`src/rtl/tr_axis_ctrl.sv`:
```
// Tracking-mode axis controller: position error -> profiled, slew-limited
// step rate -> phase-accumulator step pulses with safe direction reversal.
module tr_axis_ctrl #(
    parameter int WIDTH_IN   = 12,
    parameter int WIDTH_WORK = 16,
    parameter int ACC_W      = 24,
    parameter int DEADZONE   = 50,
    parameter int L_SHIFT    = 4,
    parameter int RAMP_STEP  = 64,
    parameter int PULSE_W    = 8
) (
    input  logic                  clk,
    input  logic                  rst_n,
    input  logic                  tr_mode_enable,
    input  logic                  data_valid,
    input  logic [WIDTH_WORK-1:0] x,
    input  logic [WIDTH_IN-1:0]   x0,
    input  logic [WIDTH_WORK-1:0] dx1,
    input  logic [WIDTH_WORK-1:0] dx2,
    input  logic [WIDTH_WORK-1:0] F1,
    input  logic [WIDTH_WORK-1:0] F2,
    input  logic [WIDTH_WORK-1:0] k,
    output logic [WIDTH_WORK-1:0] n,
    output logic                  drv_dir,
    output logic                  drv_en_SM,
    output logic                  drv_step,
    output logic                  step_drop,
    output logic [1:0]            state_o
);

    localparam int W  = WIDTH_WORK;
    localparam int CW = (PULSE_W > 1) ? $clog2(PULSE_W) : 1;

    typedef enum logic [1:0] {
        IDLE  = 2'd0,
        TRACK = 2'd1,
        HOLD  = 2'd2
    } state_t;

    state_t          state;
    logic [W-1:0]    x0_ext;
    logic [W-1:0]    dx_r;
    logic [W-1:0]    tgt_r;
    logic            c_r;
    logic            v1;
    logic            v2;
    logic            seen;
    logic [2*W-1:0]  prod;
    logic [2*W:0]    slope;
    logic [W-1:0]    prof;
    logic            rev;
    logic            up;
    logic [W-1:0]    diff;
    logic [W-1:0]    n_nxt;
    logic [ACC_W-1:0] acc;
    logic [ACC_W:0]  sum;
    logic            carry;
    logic [CW-1:0]   cnt;
    logic            to_hold;

    assign x0_ext  = {{(W-WIDTH_IN){1'b0}}, x0};
    assign state_o = state;

    // c_r encodes "x above target", so it equals drv_dir exactly on reversal
    assign rev = (c_r == drv_dir);

    always_comb begin
        prod  = {{W{1'b0}}, k} * {{W{1'b0}}, dx_r - dx1};
        slope = {1'b0, prod >> L_SHIFT} + {{(W+1){1'b0}}, F1};
        if (dx_r >= dx2) begin
            prof = F2;
        end else if (dx_r >= dx1) begin
            prof = (slope > {{(W+1){1'b0}}, {W{1'b1}}}) ? {W{1'b1}}
                                                        : slope[W-1:0];
        end else if (dx_r > W'(DEADZONE)) begin
            prof = F1;
        end else begin
            prof = '0;
        end
    end

    always_comb begin
        up    = (tgt_r > n);
        diff  = up ? (tgt_r - n) : (n - tgt_r);
        n_nxt = tgt_r;
        if (diff > W'(RAMP_STEP)) begin
            n_nxt = up ? (n + W'(RAMP_STEP)) : (n - W'(RAMP_STEP));
        end
    end

    assign sum     = {1'b0, acc} + {{(ACC_W+1-W){1'b0}}, n};
    assign carry   = sum[ACC_W];
    assign to_hold = (state == TRACK) && v1 && (dx_r == '0);

    always_ff @(posedge clk or negedge rst_n) begin
        if (!rst_n) begin
            dx_r  <= '0;
            c_r   <= 1'b0;
            v1    <= 1'b0;
            v2    <= 1'b0;
            seen  <= 1'b0;
            tgt_r <= '0;
        end else begin
            v1 <= data_valid;
            v2 <= v1;
            if (data_valid) begin
                dx_r <= (x > x0_ext) ? (x - x0_ext) : (x0_ext - x);
                c_r  <= (x > x0_ext);
                seen <= 1'b1;
            end
            if (v1) begin
                tgt_r <= rev ? '0 : prof;
            end
        end
    end

    always_ff @(posedge clk or negedge rst_n) begin
        if (!rst_n) begin
            state     <= IDLE;
            n         <= '0;
            acc       <= '0;
            cnt       <= '0;
            drv_dir   <= 1'b0;
            drv_en_SM <= 1'b0;
            drv_step  <= 1'b0;
            step_drop <= 1'b0;
        end else if (!tr_mode_enable) begin
            state     <= IDLE;
            n         <= '0;
            acc       <= '0;
            cnt       <= '0;
            drv_en_SM <= 1'b0;
            drv_step  <= 1'b0;
            step_drop <= 1'b0;
        end else begin
            unique case (state)
                IDLE: begin
                    state     <= TRACK;
                    drv_en_SM <= 1'b1;
                end
                TRACK: begin
                    if (to_hold) begin
                        state     <= HOLD;
                        drv_en_SM <= 1'b0;
                        n         <= '0;
                        acc       <= '0;
                    end else begin
                        acc <= sum[ACC_W-1:0];
                        if (v2) n <= n_nxt;
                    end
                end
                HOLD: begin
                    if (v1 && dx_r >= W'(DEADZONE)) begin
                        state     <= TRACK;
                        drv_en_SM <= 1'b1;
                    end
                end
                default: state <= IDLE;
            endcase
            if (state != IDLE) begin
                if (drv_step) begin
                    if (cnt == '0) drv_step <= 1'b0;
                    else           cnt      <= cnt - 1'b1;
                    if (carry && state == TRACK) step_drop <= 1'b1;
                end else if (carry && state == TRACK && !to_hold) begin
                    drv_step <= 1'b1;
                    cnt      <= CW'(PULSE_W - 1);
                end
            end
            // flip only once the axis has stopped and no pulse is in flight
            if (state != IDLE && seen && rev && n == '0 && !drv_step) begin
                drv_dir <= ~c_r;
            end
        end
    end

endmodule
```
`config.mk`:
```
export PLATFORM = sky130hd
export DESIGN_NAME = tr_axis_ctrl
export DESIGN_NICKNAME = d
export VERILOG_FILES = /design/src/rtl/tr_axis_ctrl.sv
export SDC_FILE = /design/constraint.sdc
export NUM_CORES = 1
export LEC_CHECK = 0
export ABC_AREA = 1
export BUFFER_PORTS_ARGS = -buffer_cell sky130_fd_sc_hd__buf_4
export CORE_MARGIN = 2
export CORE_UTILIZATION = 55
export CTS_BUF_LIST = sky130_fd_sc_hd__clkbuf_4 sky130_fd_sc_hd__clkbuf_8
export CTS_CLUSTER_DIAMETER = 100
export DETAILED_ROUTE_END_ITERATION = 10
export GPL_ROUTABILITY_DRIVEN = 0
export PLACE_DENSITY = 0.8
export SYNTH_ARGS = -nofsm -noshare
export SYNTH_HDL_FRONTEND = slang
export SYNTH_SLANG_ARGS = --single-unit
```
`constraint.sdc`:
```
create_clock -name clk -period 23.3 [get_ports clk]
set_input_delay 4.66 -clock clk [delete_from_list [all_inputs] [get_ports clk]]
set_output_delay 4.66 -clock clk [all_outputs]
set_load 0.01 [all_outputs]
```
==> results of run 1 <==
[layer usage]
metal,vias to the layer above,wire length [um],GRT usage
li1,9073,-,-
met1,8973,22500,0.384
met2,892,26200,0.513
met3,197,4750,0.0492
met4,0,2940,0.140
met5,-,0,0
[path summary, 6_finish.rpt]
path | from | end | slack, ns | cells past startpoint
max in group asynchronous | rst_n | tgt_r[15] | 18.00 | 2
worst max register to register | dx_r[2] | tgt_r[11] | 13.39 | 48
worst min register to register | v1 | v2 | 0.47 | 0
min in group asynchronous | rst_n | n[9] | 4.06 | 1
worst min-delay path | v1 | v2 | 0.47 | 0
worst max-delay path | dx1[2] | tgt_r[11] | 9.44 | 50
[layout by cell type, fill, tap and decap left out, types with 16 or more instances in the layout]
cell       n
nand2_1  774
inv_1    583
nor2_1   239
ha_1     231
fa_1     202
a21oi_1  179
buf_4    140
nand3_1  104
o21ai_0   97
dfrtp_1   85
xor2_1    69
xnor2_1   33
nand4_1   29
nand2_2   21
nor3_1    16
[area by class of cell]
type | instances | area [sq um]
fillers | 3211 | 14200
clock inverters | 7 | 86.3
clock buffers | 9 | 124
well taps | 461 | 577
multi-input cells | 2139 | 15000
inverters | 595 | 2240
repair buffers | 140 | 1050
flip-flops and latches | 85 | 2130
[stage by stage]
step | instances | utilization
after floorplan | 2877 | -
after detailed placement | 3420 | 0.594
after global placement | 3420 | 0.594
final | 3436 | 0.600
after CTS | 3436 | 0.600
after global routing | 3436 | 0.600
[state kept, by name, indices dropped and copies added (netlist names), 2 cells and up]
name	cells
acc	24
cnt	3
dx_r	16
n	16
state_o	2
tgt_r	16
[worst reg2reg max path: cells and delay by family (launching register included)]
kind	cells	cell delay (ns)
fa+ha+maj	9	4.17
simple gates	29	3.63
compound gates	5	1.07
flops	1	0.44
buf+inv	4	0.39
xor+xnor	1	0.11
[synthesized netlist by cell type (all sizes together), types with 9 or more instances]
| cell type | count |
|---|---|
| dfrtp | 85 |
| nand2 | 799 |
| xnor2 | 33 |
| nor2 | 258 |
| nand3 | 114 |
| ha | 231 |
| nand4 | 30 |
| clkbuf | 43 |
| a21oi | 179 |
| xor2 | 69 |
| a31oi | 15 |
| or2 | 14 |
| o21bai | 9 |
| nor4 | 10 |
| fa | 202 |
| nor3 | 17 |
| inv | 588 |
| o21ai | 105 |
| buf | 13 |
[logic make-up (layout without fill, tap and decap cells)]
family | Yosys count | count (layout) | share of synthesized area
fa+ha+maj | 433 | 433 | 0.353
simple gates | 1254 | 1254 | 0.268
buf+inv | 653 | 751 | 0.128
flops | 85 | 85 | 0.108
compound gates | 350 | 350 | 0.0975
xor+xnor | 102 | 102 | 0.0454
==> out/metrics.cfg, run 1 <==
[sta]
setup_violations = 0
rsz0062_at_grt = false
hold_viol = 0
maxSlewHeadroom = 0.291
post-route-period-util = 0.595
drv_slew = 0
worst_slack_ns = 9.44
max_freq_ghz = 0.0722
tightest_slew_ns = 1.06
fin_crit_ns = 13.86
clock_skew_ns = 0.0179
fin_tns_setup_ns = 0
holdWs_ns = 0.474

[clock_network]
clk_pin_slew_ns = 0.10
ctsHoldBuffers = 0
clock_latency_ns = 0.39
cts_resized = 0
clockBufferDepth = 2
cts.sinks = 85
cts_tree = built
ctsHtreeMaxLevel = 3
cts_setup_buffers = 0
cts_made_buffers = 9
cts_root_buffer = clkbuf_8

[floorplanning]
rows = 69
core-area_sq_mm = 0.0354
dieArea_sq_mm = 0.0373
start_util = 0.556
dieWidth_um = 193
die_y_um = 193
io_pins = 134

[setup_path]
crit_top_cell = nand2_1
path_delay_family = adder cells
critPathBufInv = 6
crit_path_top_delay_cell = fa_1
cp_slowest_stage_delay_ns = 0.56
critPathMaxFanout = 16
crit_required_ns = 23.59
worstSetupEndpointType = flop
critPathKind = input pin to flop
cp.arrival_ns = 14.15
startpoint_type = input pin

[synth]
syn_area_sq_mm = 0.0197
ys.flop_type = dfrtp_1
postSynthCellCount = 2877
synth_seq_cells = 85
yosysSeqAreaShare = 0.108
synth.avg_cell_area_sq_um = 6.84
synthDistinctLibCells = 60
yosysTopAreaCell = fa_1
netlist_top_cells_area = fa_1 21%, nand2_1 15%, ha_1 15%, inv_1 11%, dfrtp_1 11%
syn_nets = 3422
yosysWarnings = 0
synth_edf_count = 0
synth_top_cell_area_share = 0.206
synthArstFlopShare = 1.00

[finish]
design_area_sq_mm = 0.0212
area_growth_pct = 7.91
nets = 3515
n_antenna_cell = 0
drive_gt1_frac = 0.0787

[route]
first_pass_iters = 5
finalWirelength_um = 56300
wl_per_cell_um = 16.4
first_iter_violations = 1603
vias = 19135
drc = 0
routed_via_density = 5.57
antenna_left = 0

[placement]
place_ws_ns = 9.17
place_area_sq_mm = 0.0210
hpwl_um = 47400
numPortBuffers = 133

[status]
status = finished clean

[global_routing]
grt_max_degree = 80
grt_pass1_vias = 18760
grt_pass1_wl_um = 90600
grt_overflow = 0
gr-usage-all-layers = 0.304
antenna_found_initial = 0

[job]
maxCapViolations = 0

[worst_hold_path]
min_path_type = flop to flop

Power of run 1 is not shown: default switching activity piles up to over one toggle a cycle in this logic, so the estimate is an artifact.
==> run 2, diff against run 1 <==
ABC_AREA = 0   (was 1)
clock period = 13.9 ns   (was 23.3 ns; I/O delays follow)
==> out/metrics.cfg, run 2 <==
[finish]
regArea_sq_mm = 0.00213
regMostFlops = acc
nFillCells = 2905
nets = 2882
multiInputGateArea_sq_mm = 0.0149
largest_reg_flops = 24
area_growth_pct = 8.56
final_common_cell = inv_1
drive_gt1_frac = 0.0974
layout_common_cells = 364 x inv_1, 250 x nand2_1, 231 x ha_1
fin_cells = 2793

[clock_network]
ctsHtreeMaxLevel = 3
clock_latency_ns = 0.39
cts_tree = built
cts_made_buffers = 9
cts.sinks = 85
clockBufferDepth = 2
ctsHoldBuffers = 0
cts_root_buffer = clkbuf_8
clk_pin_slew_ns = 0.11

[route]
first_pass_iters = 6
drc = 0
vias = 16850
first_iter_violations = 1264
antenna_left = 0
finalWirelength_um = 50800
wl_per_cell_um = 18.2
routed_via_density = 6.03

[synth]
synthArstFlopShare = 1.00
postSynthCellCount = 2248
yosysMostFrequentCell = inv_1
synthDistinctLibCells = 101
yosysWarnings = 0
yosysSeqAreaShare = 0.114
synth_common_cells = 364 x inv_1, 250 x nand2_1, 231 x ha_1, 202 x fa_1, 119 x a21oi_1
synth.avg_cell_area_sq_um = 8.33
synth_top_cell_area_share = 0.216
yosysTopAreaCell = fa_1
syn_nets = 2793
syn_area_sq_mm = 0.0187
netlist_top_cells_area = fa_1 22%, ha_1 15%, dfrtp_1 11%, inv_1 7.3%, nand2_1 5.0%
synth_edf_count = 0
ys.flop_type = dfrtp_1
synth_seq_cells = 85

[setup_path]
worstSetupEndpointType = flop
critPathKind = input pin to flop
crit_required_ns = 14.14
critPathMaxFanout = 16
cp.arrival_ns = 13.51
startpoint_type = input pin
r2r_cells = 35
crit_top_cell = fa_1
cp_slowest_stage_delay_ns = 0.54
crit_path_top_delay_cell = fa_1
rrSetupSlack_ns = 2.71

[global_routing]
gr-usage-all-layers = 0.288
grt_max_degree = 86
grt_overflow = 0
grt_pass1_vias = 17000
grt_pass1_wl_um = 83400
antenna_found_initial = 3

[floorplanning]
io_pins = 134
dieWidth_um = 189
die_y_um = 189
rows = 67
start_util = 0.558
core-area_sq_mm = 0.0335
dieArea_sq_mm = 0.0355

[sta]
fin_crit_ns = 13.26
hold_viol = 0
setup_violations = 0
rsz0062_at_grt = false
maxSlewHeadroom = 0.152
drv_slew = 0
tightest_slew_ns = 1.26
max_freq_ghz = 0.0754
clock_skew_ns = 0.0208
fin_tns_setup_ns = 0
post-route-period-util = 0.954

[status]
status = finished clean

[worst_hold_path]
min_path_type = flop to flop
whs_path_depth = 1

[placement]
numPortBuffers = 133
hpwl_um = 41400
place_inst = 2774

[job]
maxCapViolations = 0

-- run 2: changes by cell type after synthesis, sizes merged, moves of 19 or more --
cell	before	now
mux2i	0	27
a21o	5	37
nand2	799	250
xnor2	33	53
nand3	114	48
and3	0	31
inv	588	365
nor2	258	81
nand2b	0	44
and2	5	94
a21oi	179	121
clkbuf	43	62
xor2	69	35
nor2b	0	25
-- run 2: timing repair --
item                                    CTS  global route
resized for setup                         0             3
endpoints found under the setup margin    0             9
setup buffers                             0             0
-- run 2: metrics by stage --
step / setup WS, ns / instance area, sq um / hold WS [ns] / util
after floorplan: 1.27 / 18700 / 0.392 / -
after global placement: 0.528 / 20100 / 0.469 / 0.600
after detailed placement: 0.135 / 20100 / 0.480 / 0.600
after CTS: 0.502 / 20300 / 0.500 / 0.606
after global routing: 0.00903 / 20300 / 0.521 / 0.606
final: 0.636 / 20300 / 0.494 / 0.606
-- run 2: path summary, 6_finish.rpt --
kind | from | endpoint
worst min register to register | acc[23] | acc[23]
worst max-delay path | dx1[1] | tgt_r[4]
max in group asynchronous | rst_n | n[1]
worst max register to register | dx_r[1] | tgt_r[4]
min in group asynchronous | rst_n | acc[11]
worst min-delay path | acc[23] | acc[23]
-- run 2: final cells by class --
cell class / instances / share of cell area
inverter: 365 / 0.0674
clock inverter: 7 / 0.00357
clock buffer: 9 / 0.00609
sequential: 85 / 0.105
antenna: 3 / 0.000369
timing repair buffer: 154 / 0.0569
multi-input combinational: 1722 / 0.733
tap: 448 / 0.0276
-- run 2: routing by layer --
metal,GRT usage,vias to the layer above,part of all wire
li1,-,7750,-
met1,0.373,8179,0.40
met2,0.487,765,0.48
met3,0.0348,156,0.080
met4,0.122,0,0.043
met5,0,-,0
-- run 2: kinds of logic (layout without fill, tap and decap cells) --
logic type / count (synthesis) / in the layout / synth area share
simple gates: 686 / 686 / 0.186
flops: 85 / 85 / 0.114
mux: 43 / 43 / 0.0243
other cells: 0 / 3 / 0
buf+inv: 441 / 535 / 0.0907
xor+xnor: 88 / 88 / 0.0416
fa+ha+maj: 433 / 433 / 0.370
compound gates: 472 / 472 / 0.173
-- run 2: critical path, delay by kind of cell --
kind            cells  cell delay [ns]
fa+ha+maj           9             4.16
compound gates     17             3.66
simple gates        7             2.28
mux                 1             0.30
xor+xnor            1             0.18
buf+inv             2             0.13
Power of run 2 is left out for the same reason.
==> run 3, diff against run 2 <==
PLACE_DENSITY = 0.74   (was 0.8)
==> out/metrics.cfg, run 3 (synthesized netlist as in run 2, its figures left out) <==
[status]
status = finished clean

[finish]
nFillCells = 3016
layout_common_cells = 364 x inv_1, 250 x nand2_1, 231 x ha_1
regArea_sq_mm = 0.00213
drive_gt1_frac = 0.0989
area_growth_pct = 8.82
fin_cells = 2794
final_common_cell = inv_1
multiInputGateArea_sq_mm = 0.0149
largest_reg_flops = 24
nets = 2885
regMostFlops = acc

[clock_network]
clock_latency_ns = 0.39
ctsHoldBuffers = 0
cts.sinks = 85
cts_root_buffer = clkbuf_8
ctsHtreeMaxLevel = 3
cts_tree = built
cts_made_buffers = 9
clk_pin_slew_ns = 0.10
clockBufferDepth = 2
cts_setup_buffers = 0

[setup_path]
r2r_cells = 35
crit_top_cell = fa_1
rrSetupSlack_ns = 2.85
path_delay_family = adder cells
worstSetupEndpointType = flop
cp_slowest_stage_delay_ns = 0.53
worst-path-stages = 37
startpoint_type = input pin
cp-endpoint = tgt_r[7]
reg2reg_from = dx_r[1]
startpoint = dx1[1]
critPathBufInv = 2
crit_path_top_delay_cell = fa_1
cp.arrival_ns = 13.37
crit_required_ns = 14.15
critPathKind = input pin to flop
reg2reg_to = tgt_r[7]
critPathMaxFanout = 16

[sta]
rsz0062_at_grt = false
fin_tns_setup_ns = 0
fin_crit_ns = 13.11
post-route-period-util = 0.943
clock_skew_ns = 0.0247
tightest_slew_ns = 1.13
max_freq_ghz = 0.0763
maxSlewHeadroom = 0.241
hold_viol = 0
setup_violations = 0
drv_slew = 0

[floorplanning]
dieWidth_um = 189
core-area_sq_mm = 0.0335
dieArea_sq_mm = 0.0355
rows = 67
die_y_um = 189
start_util = 0.558
io_pins = 134

[global_routing]
gr-usage-all-layers = 0.296
grt_pass1_wl_um = 85500
grt_pass1_vias = 17083
antenna_found_initial = 1
grt_max_degree = 67
grt_overflow = 0

[route]
antenna_left = 0
first_iter_violations = 1301
finalWirelength_um = 51500
vias = 16725
wl_per_cell_um = 18.4
first_pass_iters = 6
routed_via_density = 5.99
drc = 0

[job]
maxCapViolations = 0

[worst_hold_path]
min_path_type = flop to flop

[placement]
hpwl_um = 42400
place_inst = 2777
numPortBuffers = 133

## run 3: per-layer routing
metal,track usage,part of all wire,routed length [um]
met5,0,0,0
met4,0.110,0.038,1940
met3,0.0391,0.068,3480
met2,0.496,0.47,24400
met1,0.390,0.42,21600
## run 3: what timing repair did
action / 4_1_cts / 5_1_grt
endpoints found under the setup margin: 0 / 9
hold endpoints to repair: 0 / 0
resized for setup: 0 / 2
## run 3: per-stage QoR
| step | hold slack [ns] | instance area [sq um] | setup slack [ns] | util |
|---|---|---|---|---|
| floorplan | 0.392 | 18700 | 1.27 | - |
| global placement | 0.465 | 20100 | 0.560 | 0.601 |
| detailed placement | 0.479 | 20100 | 0.326 | 0.601 |
| CTS | 0.499 | 20400 | 0.683 | 0.607 |
| global route | 0.527 | 20400 | 0.0115 | 0.608 |
| finish | 0.490 | 20400 | 0.787 | 0.608 |
## run 3: area by class of cell
cell class | instances | share of cell area
clock inverter | 7 | 0.00504
multi-input combinational | 1722 | 0.732
antenna | 1 | 0.000123
tap | 448 | 0.0275
inverter | 365 | 0.0672
sequential | 85 | 0.104
clock buffer | 9 | 0.00608
timing repair buffer | 157 | 0.0578
## run 3: how the worst min path moves through the flow
stage	cells after the start	from	to	slack, ns
floorplan	0	v1	v2	0.39
global placement	1	acc[23]	acc[23]	0.47
detailed placement	2	acc[5]	acc[5]	0.48
CTS	1	acc[23]	acc[23]	0.50
global route	1	seen	seen	0.53
finish	1	acc[23]	acc[23]	0.49
## run 3: worst reg2reg max path, delay by kind of cell (launching register included)
family / cells / cell delay, ns
AO/OA/AOI/OAI: 17 / 3.57
XOR/XNOR: 1 / 0.17
adder cells (fa/ha/maj): 9 / 4.15
flip-flops: 1 / 0.45
multiplexers: 1 / 0.29
AND/OR/NAND/NOR: 7 / 2.33
Power of run 3 is left out for the same reason.
